--- src/rtl/alu_arbiter_pkg.sv ---
// Shared types for the two-requester ALU arbiter: ALU opcodes, word type, request/response structs.
package alu_arbiter_pkg;
    localparam int DW  = 32;
    localparam int SHW = 5;
    localparam int OPW = 4;

    typedef logic [DW-1:0] word_t;

    typedef enum logic [OPW-1:0] {
        ALU_ADD  = 4'd0,
        ALU_SUB  = 4'd1,
        ALU_AND  = 4'd2,
        ALU_OR   = 4'd3,
        ALU_XOR  = 4'd4,
        ALU_SLT  = 4'd5,
        ALU_SLTU = 4'd6,
        ALU_SLL  = 4'd7,
        ALU_SRL  = 4'd8,
        ALU_SRA  = 4'd9
    } aluop_t;

    typedef logic arb_id_t;

    typedef struct packed {
        aluop_t           op;
        word_t            op1;
        word_t            op2;
        logic [SHW-1:0]   shamt;
    } alu_req_t;

    typedef struct packed {
        arb_id_t id;
        word_t   res;
        logic    z;
        logic    n;
        logic    v;
    } alu_rsp_t;
endpackage

--- src/rtl/alu_arbiter_if.sv ---
// Requester/consumer side bundle of the ALU arbiter; req_lock exists only with ALU_ARB_LOCK_EN.
interface alu_arbiter_if;
    import alu_arbiter_pkg::*;

    logic     [1:0] req_valid;
    logic     [1:0] req_ready;
    alu_req_t [1:0] req;
`ifdef ALU_ARB_LOCK_EN
    logic     [1:0] req_lock;
`endif
    logic           rsp_valid;
    logic           rsp_ready;
    alu_rsp_t       rsp;

    modport master (
`ifdef ALU_ARB_LOCK_EN
        output req_lock,
`endif
        output req_valid, req, rsp_ready,
        input  req_ready, rsp_valid, rsp
    );

    modport slave (
`ifdef ALU_ARB_LOCK_EN
        input  req_lock,
`endif
        input  req_valid, req, rsp_ready,
        output req_ready, rsp_valid, rsp
    );
endinterface

--- src/rtl/alu_arbiter_rr_arb2.sv ---
// Two-way round-robin grant: one-hot grant from valids, last winner and an optional lock.
module alu_arbiter_rr_arb2
    import alu_arbiter_pkg::*;
(
    input  logic [1:0] i_req_valid,
    input  arb_id_t    i_last_grant,
    input  logic       i_lock_held,
    input  arb_id_t    i_lock_id,
    output logic [1:0] o_grant
);
    logic [1:0] w_mask;
    logic [1:0] w_req;

    always_comb begin
        w_mask = 2'b11;
        if (i_lock_held)
            w_mask = i_lock_id ? 2'b10 : 2'b01;
        w_req = i_req_valid & w_mask;
        case (w_req)
            2'b01:   o_grant = 2'b01;
            2'b10:   o_grant = 2'b10;
            2'b11:   o_grant = i_last_grant ? 2'b01 : 2'b10;
            default: o_grant = 2'b00;
        endcase
    end
endmodule

--- src/rtl/alu_arbiter.sv ---
// Shares one combinational ALU between two requesters with a one-entry registered response buffer.
// Optional ALU_ARB_LOCK_EN lets a requester hold the grant across a multi-op sequence.
module alu_arbiter
    import alu_arbiter_pkg::*;
(
    input  logic            i_clk,
    input  logic            i_rst,
    alu_arbiter_if.slave    bus,
    output aluop_t          o_alu_opcode,
    output word_t           o_alu_op1,
    output word_t           o_alu_op2,
    output logic [SHW-1:0]  o_alu_shamt,
    input  word_t           i_alu_res,
    input  logic            i_alu_z,
    input  logic            i_alu_n,
    input  logic            i_alu_v
);
    alu_rsp_t   r_rsp;
    logic       r_rsp_valid;
    arb_id_t    r_last_grant;
    logic       w_lock_held;
    arb_id_t    w_lock_id;
    logic [1:0] w_grant;
    arb_id_t    w_gid;
    logic       w_can_issue;
    logic       w_xfer;
    alu_req_t   w_sel;

`ifdef ALU_ARB_LOCK_EN
    logic       r_lock_held;
    arb_id_t    r_lock_id;
    assign w_lock_held = r_lock_held;
    assign w_lock_id   = r_lock_id;
`else
    assign w_lock_held = 1'b0;
    assign w_lock_id   = 1'b0;
`endif

    alu_arbiter_rr_arb2 u_arb (
        .i_req_valid  (bus.req_valid),
        .i_last_grant (r_last_grant),
        .i_lock_held  (w_lock_held),
        .i_lock_id    (w_lock_id),
        .o_grant      (w_grant)
    );

    // Draining buffer can take a new op the same cycle; nothing is accepted while in reset.
    assign w_can_issue   = (!r_rsp_valid || bus.rsp_ready) && !i_rst;
    assign w_gid         = w_grant[1];
    assign w_xfer        = w_can_issue && (w_grant != 2'b00);
    assign bus.req_ready = w_can_issue ? w_grant : 2'b00;

    assign w_sel        = bus.req[w_gid];
    assign o_alu_opcode = (w_grant != 2'b00) ? w_sel.op    : ALU_ADD;
    assign o_alu_op1    = (w_grant != 2'b00) ? w_sel.op1   : '0;
    assign o_alu_op2    = (w_grant != 2'b00) ? w_sel.op2   : '0;
    assign o_alu_shamt  = (w_grant != 2'b00) ? w_sel.shamt : '0;

    assign bus.rsp_valid = r_rsp_valid;
    assign bus.rsp       = r_rsp;

    always_ff @(posedge i_clk) begin
        if (i_rst) begin
            r_rsp_valid  <= 1'b0;
            r_rsp        <= '0;
            r_last_grant <= 1'b1;
        end else if (w_xfer) begin
            r_rsp_valid  <= 1'b1;
            r_rsp        <= '{id: w_gid, res: i_alu_res, z: i_alu_z, n: i_alu_n, v: i_alu_v};
            r_last_grant <= w_gid;
        end else if (bus.rsp_ready) begin
            r_rsp_valid  <= 1'b0;
        end
    end

`ifdef ALU_ARB_LOCK_EN
    // While held only lock_id can win, so any unlocked transfer is the owner releasing.
    always_ff @(posedge i_clk) begin
        if (i_rst) begin
            r_lock_held <= 1'b0;
            r_lock_id   <= 1'b0;
        end else if (w_xfer) begin
            if (bus.req_lock[w_gid]) begin
                r_lock_held <= 1'b1;
                r_lock_id   <= w_gid;
            end else begin
                r_lock_held <= 1'b0;
            end
        end
    end
`endif
endmodule
--- src/flat_wrapper.sv ---
// flat-port wrapper written by rule: the top's interface ports become plain ports
module alu_arbiter_flat import alu_arbiter_pkg::*;
  (i_clk, i_rst, o_alu_opcode, o_alu_op1, o_alu_op2, o_alu_shamt, i_alu_res, i_alu_z, i_alu_n, i_alu_v, bus_req_valid, bus_req, bus_rsp_ready, bus_req_ready, bus_rsp_valid, bus_rsp);
  alu_arbiter_if bus_i ();
  input  logic i_clk;
  input  logic i_rst;
  output aluop_t o_alu_opcode;
  output word_t o_alu_op1;
  output word_t o_alu_op2;
  output logic [SHW-1:0] o_alu_shamt;
  input  word_t i_alu_res;
  input  logic i_alu_z;
  input  logic i_alu_n;
  input  logic i_alu_v;
  input wire logic [$bits(bus_i.req_valid)-1:0] bus_req_valid;
  input wire logic [$bits(bus_i.req)-1:0] bus_req;
  input wire logic [$bits(bus_i.rsp_ready)-1:0] bus_rsp_ready;
  output wire logic [$bits(bus_i.req_ready)-1:0] bus_req_ready;
  output wire logic [$bits(bus_i.rsp_valid)-1:0] bus_rsp_valid;
  output wire logic [$bits(bus_i.rsp)-1:0] bus_rsp;
  assign bus_i.req_valid = bus_req_valid;
  assign bus_i.req = bus_req;
  assign bus_i.rsp_ready = bus_rsp_ready;
  assign bus_req_ready = bus_i.req_ready;
  assign bus_rsp_valid = bus_i.rsp_valid;
  assign bus_rsp = bus_i.rsp;
  alu_arbiter u_core (.i_clk(i_clk), .i_rst(i_rst), .bus(bus_i), .o_alu_opcode(o_alu_opcode), .o_alu_op1(o_alu_op1), .o_alu_op2(o_alu_op2), .o_alu_shamt(o_alu_shamt), .i_alu_res(i_alu_res), .i_alu_z(i_alu_z), .i_alu_n(i_alu_n), .i_alu_v(i_alu_v));
endmodule
--- config.mk ---
export PLATFORM = sky130hd
export DESIGN_NAME = alu_arbiter_flat
export DESIGN_NICKNAME = d
export VERILOG_FILES = /design/src/rtl/alu_arbiter_pkg.sv /design/src/rtl/alu_arbiter_if.sv /design/src/rtl/alu_arbiter_rr_arb2.sv /design/src/rtl/alu_arbiter.sv /design/src/flat_wrapper.sv
export SDC_FILE = /design/constraint.sdc
export NUM_CORES = 1
export LEC_CHECK = 0
export BUFFER_PORTS_ARGS = -buffer_cell sky130_fd_sc_hd__buf_2
export CORE_AREA = 3 3 115 117
export DETAILED_ROUTE_END_ITERATION = 12
export DIE_AREA = 0 0 118 120
export MAX_ROUTING_LAYER = met4
export PLACE_DENSITY = 0.62
export SYNTH_ARGS = -nofsm -noshare
export SYNTH_HDL_FRONTEND = slang
export SYNTH_SLANG_ARGS = --single-unit
--- constraint.sdc ---
create_clock -name i_clk -period 4.5 [get_ports i_clk]
set_input_delay 1.125 -clock i_clk [delete_from_list [all_inputs] [get_ports i_clk]]
set_output_delay 1.125 -clock i_clk [all_outputs]
set_load 0.01 [all_outputs]
==> results.md <==
Outcome:
- The run finished with clean final reports.

Synth:
- The synthesized netlist occupies a cell area of 3220 um2.
- The netlist uses 24 different library cells.
- Sorting the synthesized cells by area gives the leading types as mux2_4 28%, dfxtp_1 24%, nor2b_1 14%.
- Among all cell types in the netlist, the one instantiated most often is nor2b_1.
- The synthesized design contains 38 register bits.
- The share of the synthesized area in the top cell type is 27.5%.
- The top flip-flop cell by instance count after synthesis is dfxtp_1.
- The sequential cell area fraction in the yosys report is 23.6%.
- The post-synth net total is 526.
- Sorting the synthesized cells by how often they occur yields 74 x nor2b_1, 59 x mux2_4, 38 x a21oi_1, 38 x dfxtp_1, 36 x o21ai_0.
- The number of warning messages in the yosys log is 0.
- Counting every instance in the synthesized netlist gives 340.
- The largest total area in the synthesized netlist belongs to mux2_4.
- Counting flops with a built-in enable in the synthesized netlist gives 0.
- The share of synthesized registers carrying an async set or reset is 0%.
- The mean area per synthesized cell is 9.47 um2.

Worst setup path:
- The capturing element type of the critical path is an output pin.
- In this design, the critical path's most frequently occurring cell is buf_2.
- The critical-path cell with the highest stage delay is buf_4.
- At the worst endpoint, the arrival time is 2550 ps.
- The critical path data required time is approximately 3400 ps.
- The critical path is of the primary input to output pin type.
- The worst setup path is launched from a primary input.
- The critical path goes through buf_2, inv_2, o21ai_4, buf_4, mux2_2, buf_2.
- In this run the worst path has a maximum fanout of 40.
- On the worst path, the slowest cell contributes a delay of 530 ps.

Floorplan:
- In this run the horizontal extent of the chip is 118 um.
- The starting density of the core is 25.8%.
- The core region is around 12000 um2.
- The full die area is 14200 um2.
- In this run the vertical extent of the chip is 120 um.
- 298 I/O pins were placed.
- The initialized floorplan defines 41 standard-cell rows.

Power:
- For this design the ratio of total power to cell area is 251 nW/um2.
- IR analysis of the VDD net gives a maximum drop of 0.000184 V.
- The analysis attributes to cell leakage a power of 2.59 nW.
- The design draws 1.24 mW.

Clock network:
- Clock-pin slew was measured on the worst setup and hold paths at 50 ps.
- The number of gates resized after CTS was 0.
- The CTS tree is done.
- The clock buffer count from CTS is 5.
- The maximum level of the CTS H-tree is 2.
- In this run, post-CTS hold repair placed 0 buffers.
- The clock net in this run drives a total of 38 sinks.
- The number of setup buffers added after CTS is 0.
- CTS placed an instance of clkbuf_16 at the clock tree root.
- No sink is reached through more buffers than the 2 on the longest clock path.
- The source-to-sink clock delay at the later pin of the worst-skew pair is 280 ps.

Cells and area:
- Cells with a size suffix above 1 make up 62.9% of the layout.
- The filler cell count is 1295.
- Excluding fillers, the count of instances in the completed layout stands at 792.
- The combined area of the multi-input logic cells is 2210 um2.
- The final net count is 803.
- The area growth from synthesis to final layout is 52.8%.
- The combined flip-flop and latch cell area is 761 um2.

Timing:
- The final clock skew is 7.36 ps.
- In the finished design, the share of the clock period the worst path needs comes to 81.7%.
- The maximum operating frequency is 272 MHz.
- The final number of hold-violating endpoints is 0.
- The shortest clock period the worst path allows after layout is 3680 ps.
- On the final layout, the worst hold slack is 472 ps.
- The setup total negative slack is 0 ps.
- The slew of the pin with the lowest slew margin is 637 ps.
- Setup violations remaining at the end of the flow were counted as 0.
- The worst slew slack as a fraction of its limit is between 50% and 60%.
- The number of pins exceeding their max-slew limit in the final report is 0.
- Setup repair after global routing left no endpoint under its margin.

Worst hold path:
- The tightest min-delay check is of the flop to flop type.

Placement:
- The weighted congestion at the end of routability-driven global placement is slightly above 1.
- The number of placed instances, taps included, is 782.
- The quantity of I/O buffers inserted on ports is 297.
- The final HPWL from detailed placement is 10800 um.

Drt:
- The number of nets with antenna violations after detailed routing is 0.
- After detailed routing, the total wire length is 13500 um.
- The total via count after detailed routing is 3609.
- The detail-routed net length per standard cell is ~17 um.
- Dividing the detail-routed via count by the number of cells gives 4.56.
- The number of DRC violations after detailed-routing iteration 0 is 197.
- The residual DRC count is 0.
- The first-pass iteration count of the detailed router is 4.

Global routing:
- For this run, the total global-route usage over all layers was measured as 18.2%.
- The pin count of the biggest net entering global routing is 68.
- The number of global-route vias before repair was between 3000 and 4000.
- The number of antenna violations at the first check in global routing is 1.
- The first global-routing pass estimated 19900 um of wire.
- The overflow left after global routing is 0.

Job:
- The number of violations of the max-capacitance limit is 0.
==> flip-flops by register name, summed over array words and instances, names as in the netlist <==
register and flops:
u_core.r_last_grant 1, u_core.bus.rsp 36, u_core.bus.rsp_valid 1
==> cell families after synthesis <==
logic type | count (synthesis) | synth area share, %
compound gates | 76 | 12.0
buf+inv | 37 | 8.16
flops | 38 | 23.6
mux | 73 | 32.4
simple gates | 116 | 23.8
==> cell type report <==
class,instances,share of cell area (%)
sequential,38,15.5
clock inverter,2,0.763
multi-input combinational,265,44.9
clock buffer,6,2.62
antenna,2,0.102
timing repair buffer,305,31.7
inverter,2,0.153
tap,172,4.37
==> per-stage QoR <==
stage | area [um2] | setup slack, ps | util [%]
3_3_place_gp | 4750 | 859 | 38.1
5_1_grt | 4920 | 737 | 39.5
6_report | 4920 | 822 | 39.5
3_5_place_dp | 4750 | 821 | 38.1
4_1_cts | 4920 | 827 | 39.4
2_1_floorplan | 3220 | 1440 | -
==> report_power, final <==
part,leakage (nW),internal [mW],switching [mW]
combinational,2.20,0.248,0.216
sequential,0.314,0.360,0.0109
clock,0.0771,0.262,0.138
==> critical path, delay by kind of cell <==
kind,cells,cell delay [ps]
AO/OA/AOI/OAI,1,120
multiplexers,1,410
buffers and inverters,4,860
==> cell usage in the layout (no fill, tap or decap) <==
cell          n
dfxtp_1      38
bufinv_16     1
nand2b_1      1
clkbuf_1      1
o21ai_0      36
diode_2       2
mux2_4       59
buf_4         7
inv_2         1
nor2_4        1
buf_2       297
nor2_1        1
clkinvlp_4    1
o21bai_1      1
o21ai_4       1
nor2b_2       1
buf_12        1
a21oi_1      38
nand2_1       1
clkbuf_16     5
and3_1        1
nor2b_1      73
nor3_1        1
nand3_1       1
inv_1         1
nand3b_1     35
mux2_2       14
==> final timing paths <==
check	slack (ps)	end	cells past startpoint	start
worst max register to register	3220	u_core.bus.rsp[6]$_SDFFE_PP0P_	4	u_core.bus.rsp_valid$_SDFFE_PP0P_
worst max-delay path	820	o_alu_op2[1]	6	bus_req_valid[1]
worst min-delay path	470	u_core.bus.rsp[32]$_SDFFE_PP0P_	2	u_core.bus.rsp[32]$_SDFFE_PP0P_
worst min register to register	470	u_core.bus.rsp[32]$_SDFFE_PP0P_	2	u_core.bus.rsp[32]$_SDFFE_PP0P_
==> routing by layer <==
layer	global-route usage, %	up-vias	wire length, um
li1	-	1731	-
met1	23.2	1695	5680
met2	29.9	169	6620
met3	3.91	14	1000
met4	3.59	0	210
met5	-	-	0
Note: power is estimated with default switching activity, not from simulation.
